[config.mk]
export PLATFORM = sky130hd
export DESIGN_NAME = mem_arbiter
export DESIGN_NICKNAME = d
export VERILOG_FILES = /design/src/rtl/mem_arbiter.sv
export SDC_FILE = /design/constraint.sdc
export NUM_CORES = 1
export LEC_CHECK = 0
export CORE_UTILIZATION = 41
export DETAILED_ROUTE_END_ITERATION = 8
export PLACE_DENSITY = 0.89
export SKIP_CTS_REPAIR_TIMING = 1
export SYNTH_ARGS = -nofsm -noshare
export SYNTH_HDL_FRONTEND = slang
export SYNTH_SLANG_ARGS = --single-unit
[constraint.sdc]
create_clock -name clk -period 2.28 [get_ports clk]
set_input_delay 0.456 -clock clk [delete_from_list [all_inputs] [get_ports clk]]
set_output_delay 0.456 -clock clk [all_outputs]
set_load 0.05 [all_outputs]
[src/rtl/mem_arbiter.sv]
// Round-robin arbiter sharing one single-ported memory between the fetch and load/store ports.
// Memory commands are driven only from registers, so the memory never sees a combinational glitch.
module mem_arbiter #(
   parameter int unsigned TIMEOUT = 15
) (
   input  logic        clk,
   input  logic        rst_n,
   input  logic        i_req,
   input  logic [31:0] i_addr,
   output logic        i_done,
   output logic [31:0] i_rdata,
   output logic        i_fault,
   input  logic        d_req,
   input  logic        d_cmd,
   input  logic [31:0] d_addr,
   input  logic [3:0]  d_mask,
   input  logic [31:0] d_wdata,
   output logic        d_done,
   output logic [31:0] d_rdata,
   output logic        d_fault,
   output logic [31:0] mem_addr,
   output logic [3:0]  mem_mask,
   output logic        mem_cmd,
   output logic [31:0] mem_write_data,
   output logic        mem_enable,
   input  logic [31:0] mem_load_data,
   input  logic        mem_valid,
   output logic        busy
);
   localparam logic MEM_CMD_READ  = 1'b0;
   localparam logic MEM_CMD_WRITE = 1'b1;
   localparam logic OWN_I = 1'b0;
   localparam logic OWN_D = 1'b1;
   localparam int   CW    = $clog2(TIMEOUT + 1);

   typedef enum logic [1:0] {S_IDLE, S_ACCESS, S_RESP} state_e;

   state_e        state_q, state_d;
   logic          owner_q, owner_d;
   logic          last_q, last_d;
   logic          en_q, en_d;
   logic [31:0]   addr_q, addr_d;
   logic [3:0]    mask_q, mask_d;
   logic          cmd_q, cmd_d;
   logic [31:0]   wdata_q, wdata_d;
   logic [31:0]   rdata_q, rdata_d;
   logic          fault_q, fault_d;
   logic [CW-1:0] cnt_q, cnt_d;
   logic          gnt;
   logic          leave;

   always_ff @(posedge clk or negedge rst_n) begin
      if (!rst_n) begin
         state_q <= S_IDLE;
         owner_q <= OWN_I;
         last_q  <= OWN_D;
         en_q    <= 1'b0;
         addr_q  <= '0;
         mask_q  <= '0;
         cmd_q   <= MEM_CMD_READ;
         wdata_q <= '0;
         rdata_q <= '0;
         fault_q <= 1'b0;
         cnt_q   <= '0;
      end else begin
         state_q <= state_d;
         owner_q <= owner_d;
         last_q  <= last_d;
         en_q    <= en_d;
         addr_q  <= addr_d;
         mask_q  <= mask_d;
         cmd_q   <= cmd_d;
         wdata_q <= wdata_d;
         rdata_q <= rdata_d;
         fault_q <= fault_d;
         cnt_q   <= cnt_d;
      end
   end

   always_comb begin
      state_d = state_q;
      owner_d = owner_q;
      last_d  = last_q;
      en_d    = en_q;
      addr_d  = addr_q;
      mask_d  = mask_q;
      cmd_d   = cmd_q;
      wdata_d = wdata_q;
      rdata_d = rdata_q;
      fault_d = fault_q;
      cnt_d   = cnt_q;
      leave   = 1'b0;
      // On contention the port that did not win last time gets the grant.
      gnt     = (i_req && d_req) ? ~last_q : d_req;
      case (state_q)
         S_IDLE: begin
            if (i_req || d_req) begin
               owner_d = gnt;
               last_d  = gnt;
               rdata_d = '0;
               fault_d = 1'b0;
               cnt_d   = '0;
               if (gnt == OWN_I && i_addr[1:0] != 2'b00) begin
                  state_d = S_RESP;
                  fault_d = 1'b1;
               end else if (gnt == OWN_I) begin
                  state_d = S_ACCESS;
                  en_d    = 1'b1;
                  addr_d  = i_addr;
                  mask_d  = 4'hF;
                  cmd_d   = MEM_CMD_READ;
                  wdata_d = '0;
               end else begin
                  state_d = S_ACCESS;
                  en_d    = 1'b1;
                  addr_d  = d_addr;
                  mask_d  = d_mask;
                  cmd_d   = d_cmd;
                  wdata_d = d_wdata;
               end
            end
         end
         S_ACCESS: begin
            if (cmd_q == MEM_CMD_WRITE) begin
               leave = 1'b1;
            end else if (mem_valid) begin
               leave   = 1'b1;
               rdata_d = mem_load_data;
            end else if (cnt_q == CW'(TIMEOUT - 1)) begin
               leave   = 1'b1;
               fault_d = 1'b1;
            end else begin
               cnt_d = cnt_q + 1'b1;
            end
            if (leave) begin
               state_d = S_RESP;
               en_d    = 1'b0;
               addr_d  = '0;
               mask_d  = '0;
               cmd_d   = MEM_CMD_READ;
               wdata_d = '0;
            end
         end
         S_RESP:  state_d = S_IDLE;
         default: state_d = S_IDLE;
      endcase
   end

   assign i_done         = (state_q == S_RESP) && (owner_q == OWN_I);
   assign d_done         = (state_q == S_RESP) && (owner_q == OWN_D);
   assign i_rdata        = i_done ? rdata_q : 32'h0;
   assign d_rdata        = d_done ? rdata_q : 32'h0;
   assign i_fault        = i_done & fault_q;
   assign d_fault        = d_done & fault_q;
   assign mem_addr       = addr_q;
   assign mem_mask       = mask_q;
   assign mem_cmd        = cmd_q;
   assign mem_write_data = wdata_q;
   assign mem_enable     = en_q;
   assign busy           = (state_q != S_IDLE);
endmodule

==> results of run 1 <==
stage by stage:
step / hold slack [ps] / area, um2 / setup slack, ps / setup TNS [ps] / std cells
global placement: 498 / 9380 / 129 / 0 / 1030
global route: 220 / 9670 / 14.4 / 0 / 1046
CTS: 215 / 9650 / -39.7 / -157 / 1045
finish: 152 / 9670 / 121 / 0 / 1046
floorplan: 160 / 5630 / 1.50 / 0 / 599
detailed placement: 494 / 9380 / 32.9 / 0 / 1030
sequential cells by signal, indices dropped and copies added, names as in the netlist:
| name | flops |
|---|---|
| cnt_q | 4 |
| rdata_q | 32 |
| mem_enable | 1 |
| mem_cmd | 1 |
| mem_mask | 4 |
| fault_q | 1 |
| state_q | 2 |
| mem_addr | 32 |
| mem_write_data | 32 |
| owner_q | 1 |
| last_q | 1 |
critical path, delay by kind of cell, from the launching register on:
family | cells | cell delay [ps]
AND/OR/NAND/NOR | 2 | 500
buffers and inverters | 2 | 360
flip-flops | 1 | 490
layout make-up:
cell class	instances	area share (%)
well taps	176	2.28
clock buffers	12	2.65
clock inverters	3	0.194
repair buffers	295	38.4
flip-flops and latches	111	28.8
multi-input cells	409	26.2
inverters	40	1.55
synthesized netlist by cell type (2+ instances only):
cell,n,area [um2]
sky130_fd_sc_hd__a21oi_1,35,175
sky130_fd_sc_hd__and2_1,66,413
sky130_fd_sc_hd__and3_1,3,18.8
sky130_fd_sc_hd__buf_2,11,55.1
sky130_fd_sc_hd__buf_6,5,56.3
sky130_fd_sc_hd__clkbuf_1,23,86.3
sky130_fd_sc_hd__dfrtp_1,110,2750
sky130_fd_sc_hd__ha_1,2,25.0
sky130_fd_sc_hd__inv_1,40,150
sky130_fd_sc_hd__mux2_4,32,480
sky130_fd_sc_hd__mux2i_1,37,370
sky130_fd_sc_hd__nand2_1,163,612
sky130_fd_sc_hd__nand3_1,5,25.0
sky130_fd_sc_hd__nor2_1,8,30.0
sky130_fd_sc_hd__o21ai_0,41,205
sky130_fd_sc_hd__xor2_1,2,17.5
report_power, final:
| group | internal (mW) | switching (mW) |
|---|---|---|
| combinational | 3.04 | 4.31 |
| sequential | 2.78 | 0.561 |
| clock | 0.795 | 0.707 |
cells in the final DEF, fill, tap and decap left out, drive strengths merged, types with 5 or more instances in the layout:
cell,netlist,final
buf,16,89
clkdlybuf4s50,0,206
mux2,32,32
o21ai,42,42
nor2,8,8
inv,40,40
and2,66,66
mux2i,37,37
a21oi,35,35
clkbuf,23,12
nand2,164,164
nand3,5,5
dfrtp,110,110
worst max-delay path by stage:
stage | to
finish | i_rdata[25]
global placement | mem_write_data[24]$_DFFE_PN0P_
CTS | i_rdata[25]
detailed placement | mem_write_data[25]$_DFFE_PN0P_
global route | i_rdata[25]
floorplan | d_rdata[22]
per-layer routing:
metal  wire length (um)  global-route usage, %
met5                  0                      0
met3               1160                   6.37
met2               9060                   44.9
met4                511                   11.2
met1               6690                   28.3
cell families (layout without fill, tap and decap cells):
logic type | after synthesis | after routing | synth area share (%)
fa+ha+maj | 2 | 2 | 0.445
simple gates | 252 | 252 | 20.7
xor+xnor | 2 | 2 | 0.311
compound gates | 84 | 84 | 7.91
buf+inv | 79 | 350 | 6.18
mux | 69 | 69 | 15.1
flops | 111 | 111 | 49.4
==> metrics list, run 1 <==
* Cell area after synthesis: 0.00563 mm2
* Number of unique standard cell types used by synthesis: 32
- Number of synthesized flops with an enable pin: 0
- Total number of placement rows: 42
- The worst-case IR drop observed on VDD is 870 uV.
- Area of the die: 0.0142 mm2
- Min Tclk post-route: 2160 ps
- Fraction of registers with async set/reset: 100%
- Gr ovfl total: 0
- During I/O placement, the number of pins put on the boundary was 277.
- Setup repair after global routing missed its margin: no
* FF-to-FF setup slack: 400 ps
- Worst-path clk slew: 70 ps
- In the global route stage, overall resource usage came out at 25.2%.
- In this run the critical register-to-register path is launched from cnt_q[0]$_DFFE_PN0P_.
* Final Total Pwr: 12.2 mW
* Slew Limit Fails: 0
- Portion of the clock cycle consumed by the worst path in the final layout: 94.7%
- Summing all multi-input logic gate instances after layout gives 0.00253 mm2.
* Type of the most critical hold path: in2async
- Drc violations: 0
- The number of nets in the synthesized netlist is 739.
* Critical-path cell list: nor3b_4 > buf_6 > and2_1 > buf_12
- Counting the buffers created by CTS gives 9.
* Vias per Instance: 4.98
- The final layout contains 1006 nets.
* Crit Path Max Fanout: 17
* Total via count in the routed design: 5204
- Dividing the detail-routed wire length by the instance count gives 16.6 um.
- In the synthesized netlist, the number of instances is 599.
* Total of endpoints with negative setup slack in the final report: 0
* Worst r2r path cells: 8
- Maximum number of pins on one net before global-route repair: 112
- Max-capacitance violation count: 0
- Final hold violations: 0
- The repair_antennas step left the layout with diodes totalling 0.
- Summing all flip-flop and latch instances after layout gives 0.00278 mm2.
- The detail route stage leaves a number of antenna-violating nets equal to 0.
* Effective utilization at floorplan: 42.3%
- CTS saw 111 sinks.
- STA classifies the critical path startpoint as a register.
* Warning count from the yosys run: 0
* Status: finished clean
- Upper clock frequency limit: 463 MHz
* Placer Congestion: 0.809
- In this run the power density over the cells is 1260 mW/mm2.
- Number of DRC markers after the initial detailed-route iteration: 331
* Final setup skew: 8.85 ps
- For the pin with the worst max-slew slack, the measured transition is 626 ps.
- Max_slew headroom: 58.2%
- Number of synthesized register bits: 111
* Skew-Pair Late Insertion Delay: 350 ps
- Placeable core region: 0.0133 mm2
- Data on the critical path is required at its endpoint by 1820 ps.
- Launching element of the worst setup path: state_q[0]$_DFFE_PN0P_
* Number of antenna violations at the first check in global routing: 0
- Relative to the synthesized area, the layout overhead comes to 71.9%.
- A synthesized cell averages 9.40 um2.
- The endpoint identified for the worst register-to-register timing path is mem_write_data[25]$_DFFE_PN0P_.
- In this run the deepest clock path goes through 2 buffers.
- Leakage power summed over all cells: 4.23 nW
- STA classifies the critical path endpoint as a primary output.
* Critical-path top delay cell: sky130_fd_sc_hd__dfrtp_2
- Number of H-tree levels: 3
- For this run, the leading register cell type out of synthesis is sky130_fd_sc_hd__dfrtp_1.
* Data arrival, critical path: 1700 ps
- The first global-routing pass estimated 28.1 mm of wire.
- Largest stage delay on the critical path: 490 ps
- TritonCTS built the clock tree.
* Number of search-and-repair iterations in the first detailed-routing pass: 4
- Once detailed placement completed, the half-perimeter wirelength came to 12.6 mm.
- The floorplan step set the die width to 119 um.
- Final cell utilization of the core: 72.8%
- Number of filler cells placed in the layout: 904
* Number of I/O port buffers: 276
- Height of the die: 119 um
- The via count of the first global-routing pass came to 5649.
- The critical path in this run is classified as reg2out.
- Ratio of cells with drive above 1 in the final layout: 17.0%
* Clock root cell: sky130_fd_sc_hd__clkbuf_16
- Of the synthesized area, sequential elements account for 49.4%.
- The routed design has 17.4 mm of wire.
Power figures use the tool's default switching activity.
==> run 2, diff against run 1 <==
--- a/config.mk
+++ b/config.mk
@@ -5,9 +5,11 @@
 export SDC_FILE = /design/constraint.sdc
 export NUM_CORES = 1
 export LEC_CHECK = 0
-export CORE_UTILIZATION = 41
+export CORE_MARGIN = 2
+export CORE_UTILIZATION = 42
+export CTS_BUF_LIST = sky130_fd_sc_hd__clkbuf_2
 export DETAILED_ROUTE_END_ITERATION = 8
-export PLACE_DENSITY = 0.89
+export PLACE_DENSITY = 0.91
 export SKIP_CTS_REPAIR_TIMING = 1
 export SYNTH_ARGS = -nofsm -noshare
 export SYNTH_HDL_FRONTEND = slang
==> metrics list, run 2 (synthesis gave the netlist of run 1 again) <==
- The critical path goes through and3b_2 > clkbuf_16 > and2_1 > buf_12.
* Number of I/O port buffers: 276
- Power comes to 11.6 mW.
* Min Tclk post-route: 2370 ps
- Effective utilization at floorplan: 42.8%
* Ratio of cells with drive above 1 in the final layout: 21.1%
- Number of H-tree levels: 3
- The number of cells on the worst reg-to-reg path is 8.
- The root buffer cell chosen for the clock tree is sky130_fd_sc_hd__clkbuf_2.
- Clock tree from TritonCTS: done
- Of all nets on the critical path, the largest fanout is 9.
- Reg2reg end: mem_write_data[1]$_DFFE_PN0P_
- In the routed design, unresolved DRC markers number 0.
- After clock tree synthesis, the clock-pin slew on the worst setup and hold paths is 290 ps.
- Kind of start point of the critical path: register
- The detail route stage leaves a number of antenna-violating nets equal to 0.
- Setup repair after global routing could not meet its margin everywhere.
- Violated checks: negative setup slack
- On the final layout, the worst clock skew is 28.8 ps.
* Portion of the clock cycle consumed by the worst path in the final layout: 104%
- Across the VDD grid, the largest voltage drop is 953 uV.
* Detailed placer's ending HPWL: 12.9 mm
- After detailed routing, the number of vias per cell comes to 4.89.
- Final instance area: 0.00981 mm2
* Count of placed standard cells including taps: 1030
* Final hold violations: 0
- Based on the critical path, the design can be clocked at up to 421 MHz.
- Counting the fill cells in the layout gives 837.
- In the layout the commonest cells are 163 x sky130_fd_sc_hd__nand2_1, 136 x sky130_fd_sc_hd__clkdlybuf4s50_1, 108 x sky130_fd_sc_hd__dfrtp_1, 79 x sky130_fd_sc_hd__buf_12, 70 x sky130_fd_sc_hd__dlymetal6s2s_1.
- By startpoint and endpoint, the worst setup path is classified as reg2out.
- The clock passes through at most 2 buffers.
- Total negative slack: -3550 ps
- Number of DRC markers after the initial detailed-route iteration: 252
- Total number of placement rows: 42
- Gr ovfl total: 0
- Across all register-to-register paths, the minimum setup slack is 400 ps.
- Data on the critical path is required at its endpoint by 1820 ps.
- Compared with the post-synthesis result, the final layout area differs by 74.4%.
- GRT Util Overall: 24.6%
- Worst slew pin tran: 589 ps
- Leakage power summed over all cells: 5.17 nW
* Clock buffer count from CTS: 9
- Data arrival, critical path: 1920 ps
- The run finished, with violations left.
* Setup crit end kind: primary output
* Height of the die: 120 um
- Across the run, the number of max-cap violations was 0.
- Wire length of the first global-routing pass: 27.8 mm
- The critical path ends at d_rdata[12].
- Entering global routing, the biggest net connects 49 pins.
* Placeable core region: 0.0131 mm2
* DIE WIDTH: 120 um
* Min setup slack post-route: -92.8 ps
- Measured against its own limit, the worst slew margin works out to 60.7%.
- Routability-driven placement finished with a final weighted congestion of 0.796.
* Area of the die: 0.0143 mm2
- Number of global-route vias before repair: 5306
- The largest individual stage delay along the critical path comes from the cell sky130_fd_sc_hd__dfrtp_2.
- Slew Limit Fails: 0
- The finished layout holds 1052 standard cells, fillers aside.
- NumNets Final: 1011
* Wire length per cell after detailed routing: 17.2 um
- Total of endpoints with negative setup slack in the final report: 68
* Number of search-and-repair iterations in the first detailed-routing pass: 4
- Tracing the worst setup path back leads to its startpoint at state_q[0]$_DFFE_PN0P_.
* Number of antenna violations at the first check in global routing: 0
- In this run the critical register-to-register path is launched from cnt_q[0]$_DFFE_PN0P_.
- Largest stage delay on the critical path: 520 ps
* Total via count in the routed design: 5148
- The placed instances occupy a cell area of 0.00939 mm2.
- Skew-Pair Late Insertion Delay: 550 ps
- In this run the count of I/O pins placed on the die edge is 277.
* Type of the most critical hold path: in2async
- For this design the ratio of total power to cell area is 1180 mW/mm2.
- Number of diodes: 0
- Most common cell after layout, fill and taps aside: sky130_fd_sc_hd__nand2_1
- Total wire length after detailed routing: 18.1 mm
* Clock sink total: 111
-- run 2: critical path: cells and delay by family, from the launching register on --
family,cells,cell delay [ps]
buf+inv,2,340
flops,1,520
simple gates,2,530
-- run 2: cell type report --
type / instances / area (um2) / area share [%]
flip-flops and latches: 111 / 2780 / 28.3
multi-input cells: 409 / 2610 / 26.6
repair buffers: 300 / 3960 / 40.3
clock buffers: 11 / 55.1 / 0.561
well taps: 176 / 220 / 2.24
clock inverters: 5 / 36.3 / 0.370
inverters: 40 / 150 / 1.53
-- run 2: per-stage QoR --
stage / setup WS [ps] / util (%) / hold WS, ps
after global routing: -239 / 74.7 / 260
after detailed placement: 48.0 / 71.5 / 442
after global placement: 133 / 71.5 / 444
final: -92.8 / 74.7 / 333
after CTS: -238 / 72.2 / -262
after floorplan: 1.50 / - / 160
-- run 2: layer usage --
| layer | global-route usage [%] | share of wire [%] | vias up |
|---|---|---|---|
| met2 | 43.3 | 53 | 205 |
| met5 | 0 | 0 | - |
| met4 | 6.99 | 1.5 | 0 |
| met3 | 6.51 | 6.2 | 18 |
| li1 | - | - | 2449 |
| met1 | 29.6 | 40 | 2476 |
-- run 2: worst min-delay path by stage --
| stage | start | end | cells past startpoint |
|---|---|---|---|
| global placement | rst_n | mem_addr[18]$_DFFE_PN0P_ | 1 |
| CTS | rst_n | rdata_q[18]$_DFFE_PN0P_ | 1 |
| global route | rst_n | mem_addr[18]$_DFFE_PN0P_ | 2 |
| floorplan | rst_n | cnt_q[0]$_DFFE_PN0P_ | 0 |
| finish | rst_n | mem_addr[18]$_DFFE_PN0P_ | 2 |
| detailed placement | rst_n | mem_addr[18]$_DFFE_PN0P_ | 1 |
-- run 2: power breakdown --
part,switching (mW),internal [mW]
Clock,0.636,0.153
Sequential,0.557,2.76
Combinational,4.39,3.06
Total,5.59,5.98
